`src/rtl/fp32_pkg.sv`:
```
// Shared fp32 constants, multiplier FSM encoding and operand classification
// used by the single-precision multiplier.
package fp32_pkg;

    localparam logic [31:0] FP32_QNAN  = 32'h7FC0_0000;
    localparam int          FP32_BIAS  = 127;
    localparam int          EXP_W      = 8;
    localparam int          MAN_W      = 23;
    localparam int          MUL_CYCLES = 24;

    typedef enum logic [2:0] {
        ST_IDLE   = 3'd0,
        ST_UNPACK = 3'd1,
        ST_MUL    = 3'd2,
        ST_ROUND  = 3'd3,
        ST_DONE   = 3'd4
    } mul_state_e;

    typedef struct packed {
        logic zero;
        logic inf;
        logic nan;
    } fp_class_t;

    // Denormals (exp==0) are flushed and therefore classified as zero.
    function automatic fp_class_t fp_classify(input logic [31:0] v);
        fp_class_t c;
        c.zero = (v[30:23] == 8'h00);
        c.inf  = (v[30:23] == 8'hFF) && (v[22:0] == 23'd0);
        c.nan  = (v[30:23] == 8'hFF) && (v[22:0] != 23'd0);
        return c;
    endfunction

endpackage

```
`src/rtl/multi_unit_if.sv`:
```
// Trigger/operand/result bundle between the Multi controller and multi_unit.
interface multi_unit_if;

    logic        mul_trig_in;
    logic [31:0] mul_data1_in;
    logic [31:0] mul_data2_in;
    logic [31:0] mul_result_out;
    logic        mul_result_vld;
    logic        busy;

    modport master (
        output mul_trig_in, mul_data1_in, mul_data2_in,
        input  mul_result_out, mul_result_vld, busy
    );

    modport slave (
        input  mul_trig_in, mul_data1_in, mul_data2_in,
        output mul_result_out, mul_result_vld, busy
    );

endinterface

```
`src/rtl/mant_mul_seq.sv`:
```
// 24x24 sequential shift-add mantissa multiplier; one partial product per cycle.
// done is high during the final accumulation cycle, so product is complete after that edge.
module mant_mul_seq
    import fp32_pkg::*;
(
    input  logic                   clk,
    input  logic                   rst_n,
    input  logic                   start,
    input  logic [MAN_W:0]         a,
    input  logic [MAN_W:0]         b,
    output logic [2*MAN_W+1:0]     product,
    output logic                   done
);

    localparam logic [4:0] LAST_CNT = 5'(MUL_CYCLES - 1);

    logic [47:0] acc_q, acc_d;
    logic [47:0] addend_q, addend_d;
    logic [23:0] mplr_q, mplr_d;
    logic [4:0]  cnt_q, cnt_d;
    logic        run_q, run_d;

    // Next-state for the shift-add datapath.
    always_comb begin
        acc_d    = acc_q;
        addend_d = addend_q;
        mplr_d   = mplr_q;
        cnt_d    = cnt_q;
        run_d    = run_q;
        if (start) begin
            acc_d    = 48'd0;
            addend_d = {24'd0, a};
            mplr_d   = b;
            cnt_d    = 5'd0;
            run_d    = 1'b1;
        end else if (run_q) begin
            if (mplr_q[0]) begin
                acc_d = acc_q + addend_q;
            end else begin
                acc_d = acc_q;
            end
            addend_d = addend_q << 1;
            mplr_d   = mplr_q >> 1;
            if (cnt_q == LAST_CNT) begin
                cnt_d = 5'd0;
                run_d = 1'b0;
            end else begin
                cnt_d = cnt_q + 5'd1;
                run_d = 1'b1;
            end
        end else begin
            run_d = 1'b0;
        end
    end

    // Datapath registers.
    always_ff @(posedge clk or negedge rst_n) begin
        if (!rst_n) begin
            acc_q    <= 48'd0;
            addend_q <= 48'd0;
            mplr_q   <= 24'd0;
            cnt_q    <= 5'd0;
            run_q    <= 1'b0;
        end else begin
            acc_q    <= acc_d;
            addend_q <= addend_d;
            mplr_q   <= mplr_d;
            cnt_q    <= cnt_d;
            run_q    <= run_d;
        end
    end

    assign product = acc_q;
    assign done    = run_q && (cnt_q == LAST_CNT);

endmodule

```
`src/rtl/multi_unit.sv`:
```
// IEEE-754 single-precision multiplier: operand latch, classification,
// sequential mantissa multiply and round-to-nearest-even with fixed 27-cycle latency.
module multi_unit
    import fp32_pkg::*;
(
    input  logic         sys_clk,
    input  logic         sys_rst_n,
    multi_unit_if.slave  bus
);

    mul_state_e        state_q, state_d;
    logic [31:0]       opa_q, opa_d, opb_q, opb_d;
    logic              sign_q, sign_d;
    logic signed [9:0] exp_q, exp_d;
    fp_class_t         cls_a_q, cls_a_d, cls_b_q, cls_b_d;
    logic [31:0]       result_q, result_d;
    logic              vld_q, vld_d;
    logic              busy_q, busy_d;

    logic              mul_start_s;
    logic              mul_done_s;
    logic [47:0]       product_s;

    logic [23:0]       kept_s;
    logic              guard_s, sticky_s, inc_s;
    logic [24:0]       sum_s;
    logic [22:0]       frac_s;
    logic signed [9:0] exp_norm_s, exp_fin_s;
    logic [31:0]       round_s;

    mant_mul_seq u_mant_mul (
        .clk     (sys_clk),
        .rst_n   (sys_rst_n),
        .start   (mul_start_s),
        .a       ({1'b1, opa_q[MAN_W-1:0]}),
        .b       ({1'b1, opb_q[MAN_W-1:0]}),
        .product (product_s),
        .done    (mul_done_s)
    );

    // FSM next-state, operand capture and output staging.
    always_comb begin
        state_d     = state_q;
        opa_d       = opa_q;
        opb_d       = opb_q;
        mul_start_s = 1'b0;
        case (state_q)
            ST_IDLE, ST_DONE: begin
                if (bus.mul_trig_in) begin
                    state_d = ST_UNPACK;
                    opa_d   = bus.mul_data1_in;
                    opb_d   = bus.mul_data2_in;
                end else begin
                    state_d = ST_IDLE;
                end
            end
            ST_UNPACK: begin
                state_d     = ST_MUL;
                mul_start_s = 1'b1;
            end
            ST_MUL: begin
                if (mul_done_s) begin
                    state_d = ST_ROUND;
                end else begin
                    state_d = ST_MUL;
                end
            end
            ST_ROUND: state_d = ST_DONE;
            default:  state_d = ST_IDLE;
        endcase
        busy_d   = (state_d == ST_UNPACK) || (state_d == ST_MUL) || (state_d == ST_ROUND);
        vld_d    = (state_q == ST_ROUND);
        if (vld_d) begin
            result_d = round_s;
        end else begin
            result_d = result_q;
        end
    end

    // Unpack: sign, biased exponent sum and operand classes.
    always_comb begin
        sign_d  = sign_q;
        exp_d   = exp_q;
        cls_a_d = cls_a_q;
        cls_b_d = cls_b_q;
        if (state_q == ST_UNPACK) begin
            sign_d  = opa_q[31] ^ opb_q[31];
            exp_d   = $signed({2'b00, opa_q[MAN_W+EXP_W-1:MAN_W]})
                    + $signed({2'b00, opb_q[MAN_W+EXP_W-1:MAN_W]})
                    - 10'(FP32_BIAS);
            cls_a_d = fp_classify(opa_q);
            cls_b_d = fp_classify(opb_q);
        end else begin
            sign_d  = sign_q;
        end
    end

    // Normalize, round to nearest-even and apply special-case priority.
    always_comb begin
        if (product_s[47]) begin
            kept_s     = product_s[47:24];
            guard_s    = product_s[23];
            sticky_s   = |product_s[22:0];
            exp_norm_s = exp_q + 10'sd1;
        end else begin
            kept_s     = product_s[46:23];
            guard_s    = product_s[22];
            sticky_s   = |product_s[21:0];
            exp_norm_s = exp_q;
        end
        inc_s = guard_s & (sticky_s | kept_s[0]);
        sum_s = {1'b0, kept_s} + {24'd0, inc_s};
        if (sum_s[24]) begin
            frac_s    = sum_s[23:1];
            exp_fin_s = exp_norm_s + 10'sd1;
        end else begin
            frac_s    = sum_s[22:0];
            exp_fin_s = exp_norm_s;
        end

        if (cls_a_q.nan || cls_b_q.nan ||
            (cls_a_q.inf && cls_b_q.zero) || (cls_b_q.inf && cls_a_q.zero)) begin
            round_s = FP32_QNAN;
        end else if (cls_a_q.inf || cls_b_q.inf) begin
            round_s = {sign_q, 8'hFF, 23'd0};
        end else if (cls_a_q.zero || cls_b_q.zero) begin
            round_s = {sign_q, 31'd0};
        end else if (exp_fin_s >= 10'sd255) begin
            round_s = {sign_q, 8'hFF, 23'd0};
        end else if (exp_fin_s <= 10'sd0) begin
            round_s = {sign_q, 31'd0};
        end else begin
            round_s = {sign_q, exp_fin_s[7:0], frac_s};
        end
    end

    // State and datapath registers.
    always_ff @(posedge sys_clk or negedge sys_rst_n) begin
        if (!sys_rst_n) begin
            state_q  <= ST_IDLE;
            opa_q    <= 32'd0;
            opb_q    <= 32'd0;
            sign_q   <= 1'b0;
            exp_q    <= 10'sd0;
            cls_a_q  <= '0;
            cls_b_q  <= '0;
            result_q <= 32'd0;
            vld_q    <= 1'b0;
            busy_q   <= 1'b0;
        end else begin
            state_q  <= state_d;
            opa_q    <= opa_d;
            opb_q    <= opb_d;
            sign_q   <= sign_d;
            exp_q    <= exp_d;
            cls_a_q  <= cls_a_d;
            cls_b_q  <= cls_b_d;
            result_q <= result_d;
            vld_q    <= vld_d;
            busy_q   <= busy_d;
        end
    end

    assign bus.mul_result_out = result_q;
    assign bus.mul_result_vld = vld_q;
    assign bus.busy           = busy_q;

endmodule

```
`src/flat_wrapper.sv`:
```
// flat-port wrapper written by rule: the top's interface ports become plain ports
module multi_unit_flat import fp32_pkg::*;
  (sys_clk, sys_rst_n, bus_mul_trig_in, bus_mul_data1_in, bus_mul_data2_in, bus_mul_result_out, bus_mul_result_vld, bus_busy);
  multi_unit_if bus_i ();
  input  logic sys_clk;
  input  logic sys_rst_n;
  input wire logic [$bits(bus_i.mul_trig_in)-1:0] bus_mul_trig_in;
  input wire logic [$bits(bus_i.mul_data1_in)-1:0] bus_mul_data1_in;
  input wire logic [$bits(bus_i.mul_data2_in)-1:0] bus_mul_data2_in;
  output wire logic [$bits(bus_i.mul_result_out)-1:0] bus_mul_result_out;
  output wire logic [$bits(bus_i.mul_result_vld)-1:0] bus_mul_result_vld;
  output wire logic [$bits(bus_i.busy)-1:0] bus_busy;
  assign bus_i.mul_trig_in = bus_mul_trig_in;
  assign bus_i.mul_data1_in = bus_mul_data1_in;
  assign bus_i.mul_data2_in = bus_mul_data2_in;
  assign bus_mul_result_out = bus_i.mul_result_out;
  assign bus_mul_result_vld = bus_i.mul_result_vld;
  assign bus_busy = bus_i.busy;
  multi_unit u_core (.sys_clk(sys_clk), .sys_rst_n(sys_rst_n), .bus(bus_i));
endmodule
```
`config.mk`:
```
export PLATFORM = sky130hd
export DESIGN_NAME = multi_unit_flat
export DESIGN_NICKNAME = d
export VERILOG_FILES = /design/src/rtl/fp32_pkg.sv /design/src/rtl/multi_unit_if.sv /design/src/rtl/mant_mul_seq.sv /design/src/rtl/multi_unit.sv /design/src/flat_wrapper.sv
export SDC_FILE = /design/constraint.sdc
export NUM_CORES = 1
export LEC_CHECK = 0
export ABC_AREA = 1
export CAP_MARGIN = 5
export CORE_MARGIN = 5
export CORE_UTILIZATION = 45
export CTS_CLUSTER_DIAMETER = 200
export CTS_CLUSTER_SIZE = 10
export DETAILED_ROUTE_END_ITERATION = 10
export PLACE_DENSITY = 0.69
export SLEW_MARGIN = 20
export SYNTH_ARGS = -nofsm -noshare
export SYNTH_HDL_FRONTEND = slang
export SYNTH_SLANG_ARGS = --single-unit
```
`constraint.sdc`:
```
create_clock -name sys_clk -period 2.8 [get_ports sys_clk]
set_input_delay 0.84 -clock sys_clk [delete_from_list [all_inputs] [get_ports sys_clk]]
set_output_delay 0.84 -clock sys_clk [all_outputs]
set_load 0.05 [all_outputs]
```
---- After elaboration in Yosys (flattened, before gate mapping) ----
Cells that the tools add are included.
cells by class
  add/sub/neg operators ................... 7
  multiply operators ...................... 0
  div/mod/pow operators ................... 0
  order comparisons ....................... 2
  equality and inequality tests ........... 10
  shifts and indexed selects .............. 0
  muxes and demuxes ....................... 28
  bitwise operators ....................... 3
  reductions and logical operators ........ 28
operators with widths
  cell                                                             count
  2-to-1 mux 48 bit                                                5
  2-to-1 mux 31 bit                                                4
  2-to-1 mux 24 bit                                                3
  adder 48 bit                                                     1
  zero test 23 bit                                                 2
  nonzero test 23 bit                                              2
  2-to-1 mux 32 bit                                                1
  adder 24 x 1 -> 25 bit                                           1
  2-to-1 mux 23 bit                                                1
  OR reduction 23 bit                                              1
  OR reduction 22 bit                                              1
  adder 10 x 2 -> 10 bit, second input constant                    2
  2-to-1 mux 10 bit                                                2
  == test 8 bit, second input constant                             2
  zero test 8 bit                                                  2
  2-to-1 mux 5 bit                                                 3
  == test 3 x 2 -> 1 bit, second input constant                    4
  one-hot mux 3 bit (4 select lines)                               1
  >= comparator 10 x 9 -> 1 bit, second input constant             1
  less-or-equal comparator 10 x 1 -> 1 bit, second input constant  1
  subtractor 10 x 8 -> 10 bit, second input constant               1
  adder 8 x 8 -> 9 bit                                             1
  2-to-1 mux 1 bit                                                 8
  logical AND 1 bit                                                7
  12 further kinds                                                 21
storage, ports and cells
  register bits after elaboration ......... 244
  bits in latches ......................... 0
  RAM bits ................................ 0
  ROM bits ................................ 0
  input bits .............................. 67
  word-level logic and storage cells ...... 97
  memories kept ........................... 0

---- Depth between registers and ports, before layout ----
Gate-level depths: netlist (run 1).
  depth after elaboration ................. 12
  gate-level depth with buffers ........... 25

---- Cells and area by module ----
Synthesis (run 1) repeated with hierarchy kept, for this count alone.
unflattened totals
  cells, all modules ...................... 2393
  area, all modules ....................... 16477.1 um2
modules (own cells, without submodules)
  module        times used  cells an instance  area each (um2)  seq. area each (um2)
  mant_mul_seq  1           1419               9156.3           3153.0
  multi_unit    1           974                7320.8           2952.8

---- Worst setup path before layout (run 1) ----
Ideal clock, no wire load.
  path type ............................... register to register
  from .................................... register u_core.u_mant_mul.acc_q[47] (netlist: u_core.u_mant_mul.product[47])
  to ...................................... register u_core.result_q[10] (netlist: u_core.bus.mul_result_out[10])
  arrival time ............................ 2.782 ns
  path slack .............................. -0.103 ns
  cell stages (with the launch flop) ...... 23
  buffers on the path ..................... 5
  clock period less this slack ............ 2.903 ns
  cells stage by stage .................... dfrtp_1 -> buf_6 -> buf_6 -> buf_6 -> buf_6 -> o21ai_2 -> nand2_2 -> inv_1 -> ha_1 -> nand3_1 -> nor2_4 -> nand3_4 -> nand2_1 -> nand2_1 -> nor2_1 -> nand2_1 -> nor2_1 -> nand2_2 -> nand2_2 -> nand2_4 -> nand2_4 -> buf_8 -> o21ai_2
between the ends
  cells in the longest elaborated chain, start to end .. 11
  elaborated cells between the ends (all ways) .. 17
  those cells by class .................... 2 x add/sub; 2 x order compare; 11 x mux; 2 x bitwise
ends and longest elaborated chain
  item                                                   line                text
  start: declaration                                     mant_mul_seq.sv:17  logic [47:0] acc_q, acc_d;
  start signal: assignment                               mant_mul_seq.sv:59  acc_q <= 48'd0;
  start signal: assignment                               mant_mul_seq.sv:65  acc_q <= acc_d;
  2-to-1 mux 1 bit or 2-to-1 mux 24 bit (tied branches)  multi_unit.sv:100   if (product_s[47]) begin
  bitwise OR 1 bit                                       multi_unit.sv:111   inc_s = guard_s & (sticky_s | kept_s[0]);
  AND 1 bit                                              multi_unit.sv:111
  adder 24 x 1 -> 25 bit                                 multi_unit.sv:112   sum_s = {1'b0, kept_s} + {24'd0, inc_s};
  2-to-1 mux 10 bit                                      multi_unit.sv:113   if (sum_s[24]) begin
  less-or-equal comparator 10 x 1 -> 1 bit               multi_unit.sv:130   end else if (exp_fin_s <= 10'sd0) begin
  2-to-1 mux 31 bit                                      multi_unit.sv:130
  2-to-1 mux 31 bit *                                    multi_unit.sv:128   end else if (exp_fin_s >= 10'sd255) begin
  2-to-1 mux 31 bit *                                    multi_unit.sv:126   end else if (cls_a_q.zero || cls_b_q.zero) begin
  2-to-1 mux 31 bit *                                    multi_unit.sv:124   end else if (cls_a_q.inf || cls_b_q.inf) begin
  2-to-1 mux 32 bit *                                    multi_unit.sv:121   if (cls_a_q.nan || cls_b_q.nan ||
  end signal: assignment                                 multi_unit.sv:158   result_q <= result_d;
  end: declaration                                       multi_unit.sv:16    logic [31:0] result_q, result_d;
Mark *: on every way between the ends. The rest lies on a longest branch, timed or not.
A chain may end at the register's enable or synchronous reset.

---- Final worst setup path (run 1) ----
  from .................................... register u_core.u_mant_mul.acc_q[47] (netlist: u_core.u_mant_mul.product[47])
  to ...................................... register u_core.result_q[5] (netlist: u_core.bus.mul_result_out[5])
The elaborated chain is that of the path after synthesis.

==> results of run 1 <==
[cells in the mapped netlist (3+ instances only)]
library cell and number:
a21oi_1 140, o31ai_1 11, a31oi_1 69, nand2_1 461, nand3_1 117, xnor2_1 11
nand4_1 34, or2_2 3, a21o_1 8, buf_1 10, nor3_1 18, nand2_2 8
clkinv_1 3, inv_2 8, o21ai_2 15, inv_1 265, mux2_2 28, dfrtp_1 244
nor2_1 240, and3_1 4, o21ai_0 104, nor4_1 17, xor2_1 29, o22ai_1 12
nand3b_1 3, buf_6 6, nor2_4 6, o211ai_1 24, o221ai_1 5, nor2_2 8
o21bai_1 5, ha_1 60, o21ai_1 8, clkbuf_1 47, o21a_1 6
[per-layer routing]
metal  up-vias  share of wire
met5         -              0
met4         0          0.028
met3        81          0.049
met2       346           0.46
met1      6586           0.46
li1       7100              -
[timing repair]
action,in CTS,in global routing
pin swaps,3,27
resized for setup,3,70
setup buffers,3,12
setup endpoints to repair,12,40
cloned,0,3
[flip-flops by register name (all words and copies together), names as in the netlist, 5 cells and up]
register                    cells
u_core.u_mant_mul.product      48
u_core.u_mant_mul.mplr_q       24
u_core.bus.mul_result_out      32
u_core.exp_q                   10
u_core.opa_q                   32
u_core.u_mant_mul.cnt_q         5
u_core.u_mant_mul.addend_q     48
u_core.opb_q                   32
[metrics by stage]
step	cell area [um^2]	hold slack, ns
floorplan	15280	0.4499
global placement	17160	0.4666
detailed placement	17160	0.4701
CTS	17940	0.1860
global route	18340	0.2171
finish	18340	0.1807
[logic make-up after synthesis]
kind of cell,count (synthesis),share of synthesized area
buf+inv,344,0.08903
fa+ha+maj,62,0.05181
flops,244,0.4001
xor+xnor,40,0.02295
compound gates,413,0.1578
simple gates,925,0.2570
mux,29,0.02131
[how the worst min path moves through the flow]
stage	startpoint	end	depth (start not counted)
2_1_floorplan	u_core.cls_b_q[0]	u_core.cls_b_q[0]	2
3_5_place_dp	u_core.cls_b_q[0]	u_core.cls_b_q[0]	2
5_1_grt	sys_rst_n	u_core.u_mant_mul.addend_q[43]	1
6_report	sys_rst_n	u_core.u_mant_mul.product[40]	1
3_3_place_gp	u_core.cls_b_q[0]	u_core.cls_b_q[0]	2
4_1_cts	sys_rst_n	u_core.u_mant_mul.product[26]	1
[final cells by class]
| cell class | instances | area share |
|---|---|---|
| clock buffer | 29 | 0.03841 |
| clock inverter | 2 | 0.001365 |
| inverter | 277 | 0.05792 |
| multi-input combinational | 1470 | 0.4396 |
| sequential | 244 | 0.3331 |
| tap | 448 | 0.03057 |
| timing repair buffer | 187 | 0.09907 |
[worst max-delay path, stage by stage (launching register included)]
cell	delay, ns
dfrtp_2	0.46
clkbuf_16	0.18
buf_4	0.16
nand2_1	0.07
nand2_1	0.10
nor2_2	0.17
nand2_1	0.09
nor2_2	0.16
nand3_4	0.15
inv_2	0.13
nor2_1	0.07
a21oi_1	0.14
nor2_1	0.06
buf_4	0.15
a21oi_4	0.20
nand2_4	0.14
buf_12	0.17
o21ai_2	0.10
[report_power, final]
part	switching [mW]	total, mW	internal (mW)
clock network	1.37	3.13	1.76
registers	1.20	6.28	5.08
logic	7.39	11.8	4.44
total	9.96	21.2	11.3
[cell usage in the layout, fill, tap and decap left out, types with 29 or more instances in the layout]
master	n
buf_4	71
clkbuf_16	30
a21oi_1	133
dfrtp_1	242
clkdlybuf4s50_1	99
xor2_1	29
ha_1	58
nor2_1	231
nand2_1	453
o21ai_0	97
nand3_1	110
a31oi_1	69
inv_1	264
nand4_1	34
==> key figures, run 1 <==
Outcome
  • Outcome: finished, final reports clean

Cells and area
  • FILL cells: around 3200
  • Post-Layout Cell Count: 2657
  • Footprint of the multi-input gates: 8061 um^2
  • N_diodes: 0
  • Final Util: 0.5469
  • Layout Area Growth over Synthesis: 20.16%
  • Share of layout cells above drive strength 1: 0.1114
  • Sequential Area: 6108 um^2
  • Final nets: 2337

Power and ir drop
  • Maximum VDD drop: between 0.6 and 0.7 mV
  • Power Dens Cells: 1158 nW/um^2
  • Leakage power: 8.736 nW
  • Total power: 21.24 mW

CTS
  • TritonCTS clock tree: done
  • CTS max path bufs: 3
  • TritonCTS Buffers: 28
  • Insertion delay to the later sink of the worst-skew pair: between 0.5 and 0.6 ns
  • Clock Pin Slew Worst Setup and Hold Paths: 0.06 ns
  • Clock root cell: clkbuf_16
  • CTS H-tree lvls: 1
  • Num Clock Sinks: 244
  • Hold_buf cts: 0

Setup path
  • Setup crit start kind: register
  • Crit. End Element: register
  • Maximum fanout along the worst path: 10
  • FF-to-FF path depth: 17
  • Req. time, crit path: approximately 3.3 ns
  • RR Endpoint: u_core.bus.mul_result_out[5]
  • R2R Path Start: u_core.u_mant_mul.product[47]
  • Critical Path AT: 3.26 ns
  • R2R Setup Slk: 0.03 ns
  • Critical path endpoint: u_core.bus.mul_result_out[5]
  • Worst Setup SP: u_core.u_mant_mul.product[47]
  • Kind of critical path: reg2reg

Logic synthesis
  • Cell taking the most area after synthesis: dfrtp_1
  • Post-Syn Nets: 2186
  • Syn_area_per_cell: 7.420 um^2
  • Seq cells post-synth: 244
  • Synth cell types: 51
  • EDFF count, synth: 0
  • Post-Synthesis Cell Area: about 15000 um^2
  • Post-synth top area share: 0.4001
  • Ys flop type: dfrtp_1
  • Area contributors post-synth: dfrtp_1 40%, nand2_1 11%, inv_1 6.5%
  • Cells after Synth: roughly 2100
  • Synth async-reset ratio: 1.000
  • Post-synthesis sequential area ratio: 0.4001
  • YS warnings: 0

Timing
  • Tcrit/Tclk final: 0.9909
  • Final worst setup slack: 0.02559 ns
  • Max Slew Vio Count: 0
  • Fmax: 360.4 MHz
  • Headroom to the max-slew limit: 0.4333
  • Final Skew: 0.01737 ns
  • Final Setup Violations: 0
  • Setup Total Neg Slack: 0 ns
  • Fin. Hold Viols: 0
  • Unrepaired setup endpoints after global routing: yes
  • Min Tclk post-route: 2.774 ns
  • Worst slew pin tran: 0.8500 ns

Floorplan
  • Die ar.: 37700 um^2
  • Core footprint: 33530 um^2
  • IO Count: approximately 100
  • Placement Rows: 67
  • Die Ht: 194.2 um
  • Die W: 194.2 um
  • Starting density of the core: 0.4551

GRT
  • Vias in the first global route: 13820
  • Initial antenna violation count: 0
  • Met3 Use GR: 0.02850
  • Gr ovfl total: 0
  • Total GRT Usage: 0.2181
  • Top Usage Layer GRT: met2
  • First-pass GRT wire length: ~70000 um
  • Largest net degree at the start of global routing: 93
  • Met2 Track Usage GR: 0.3621
  • Met1 GRT Util: 0.2999

Hold path
  • Type of the tightest min-delay check: in2async

Routing
  • Routed Wire Length: approximately 42000 um
  • Drc violations: 0
  • Via count: around 14000
  • TritonRoute pass-1 iters: 6
  • Vias per std cell: around 5.3
  • Initial DRC count: 841
  • DRT antenna net count: 0
  • Post-detailed-route wirelength per cell: approximately 16 um

Placement
  • # port buffers: 100
  • Gpl congestion: ~0.94
  • Pre-CTS WS: -0.03188 ns
  • Post-detail-place hpwl: 31410 um
  • Placed cell count: 2608

Flow run
  • Number of max-cap violations: 0
(Power assumes the default switching activity.)
==> run 2: changes to the inputs <==
--- a/config.mk
+++ b/config.mk
@@ -6,7 +6,7 @@
 export NUM_CORES = 1
 export LEC_CHECK = 0
 export ABC_AREA = 1
-export CAP_MARGIN = 5
+export CAP_MARGIN = 10
 export CORE_MARGIN = 5
 export CORE_UTILIZATION = 45
 export CTS_CLUSTER_DIAMETER = 200
==> results of run 2 <==
Same layout as run 1: the final DEF is identical, and so are final timing and power.
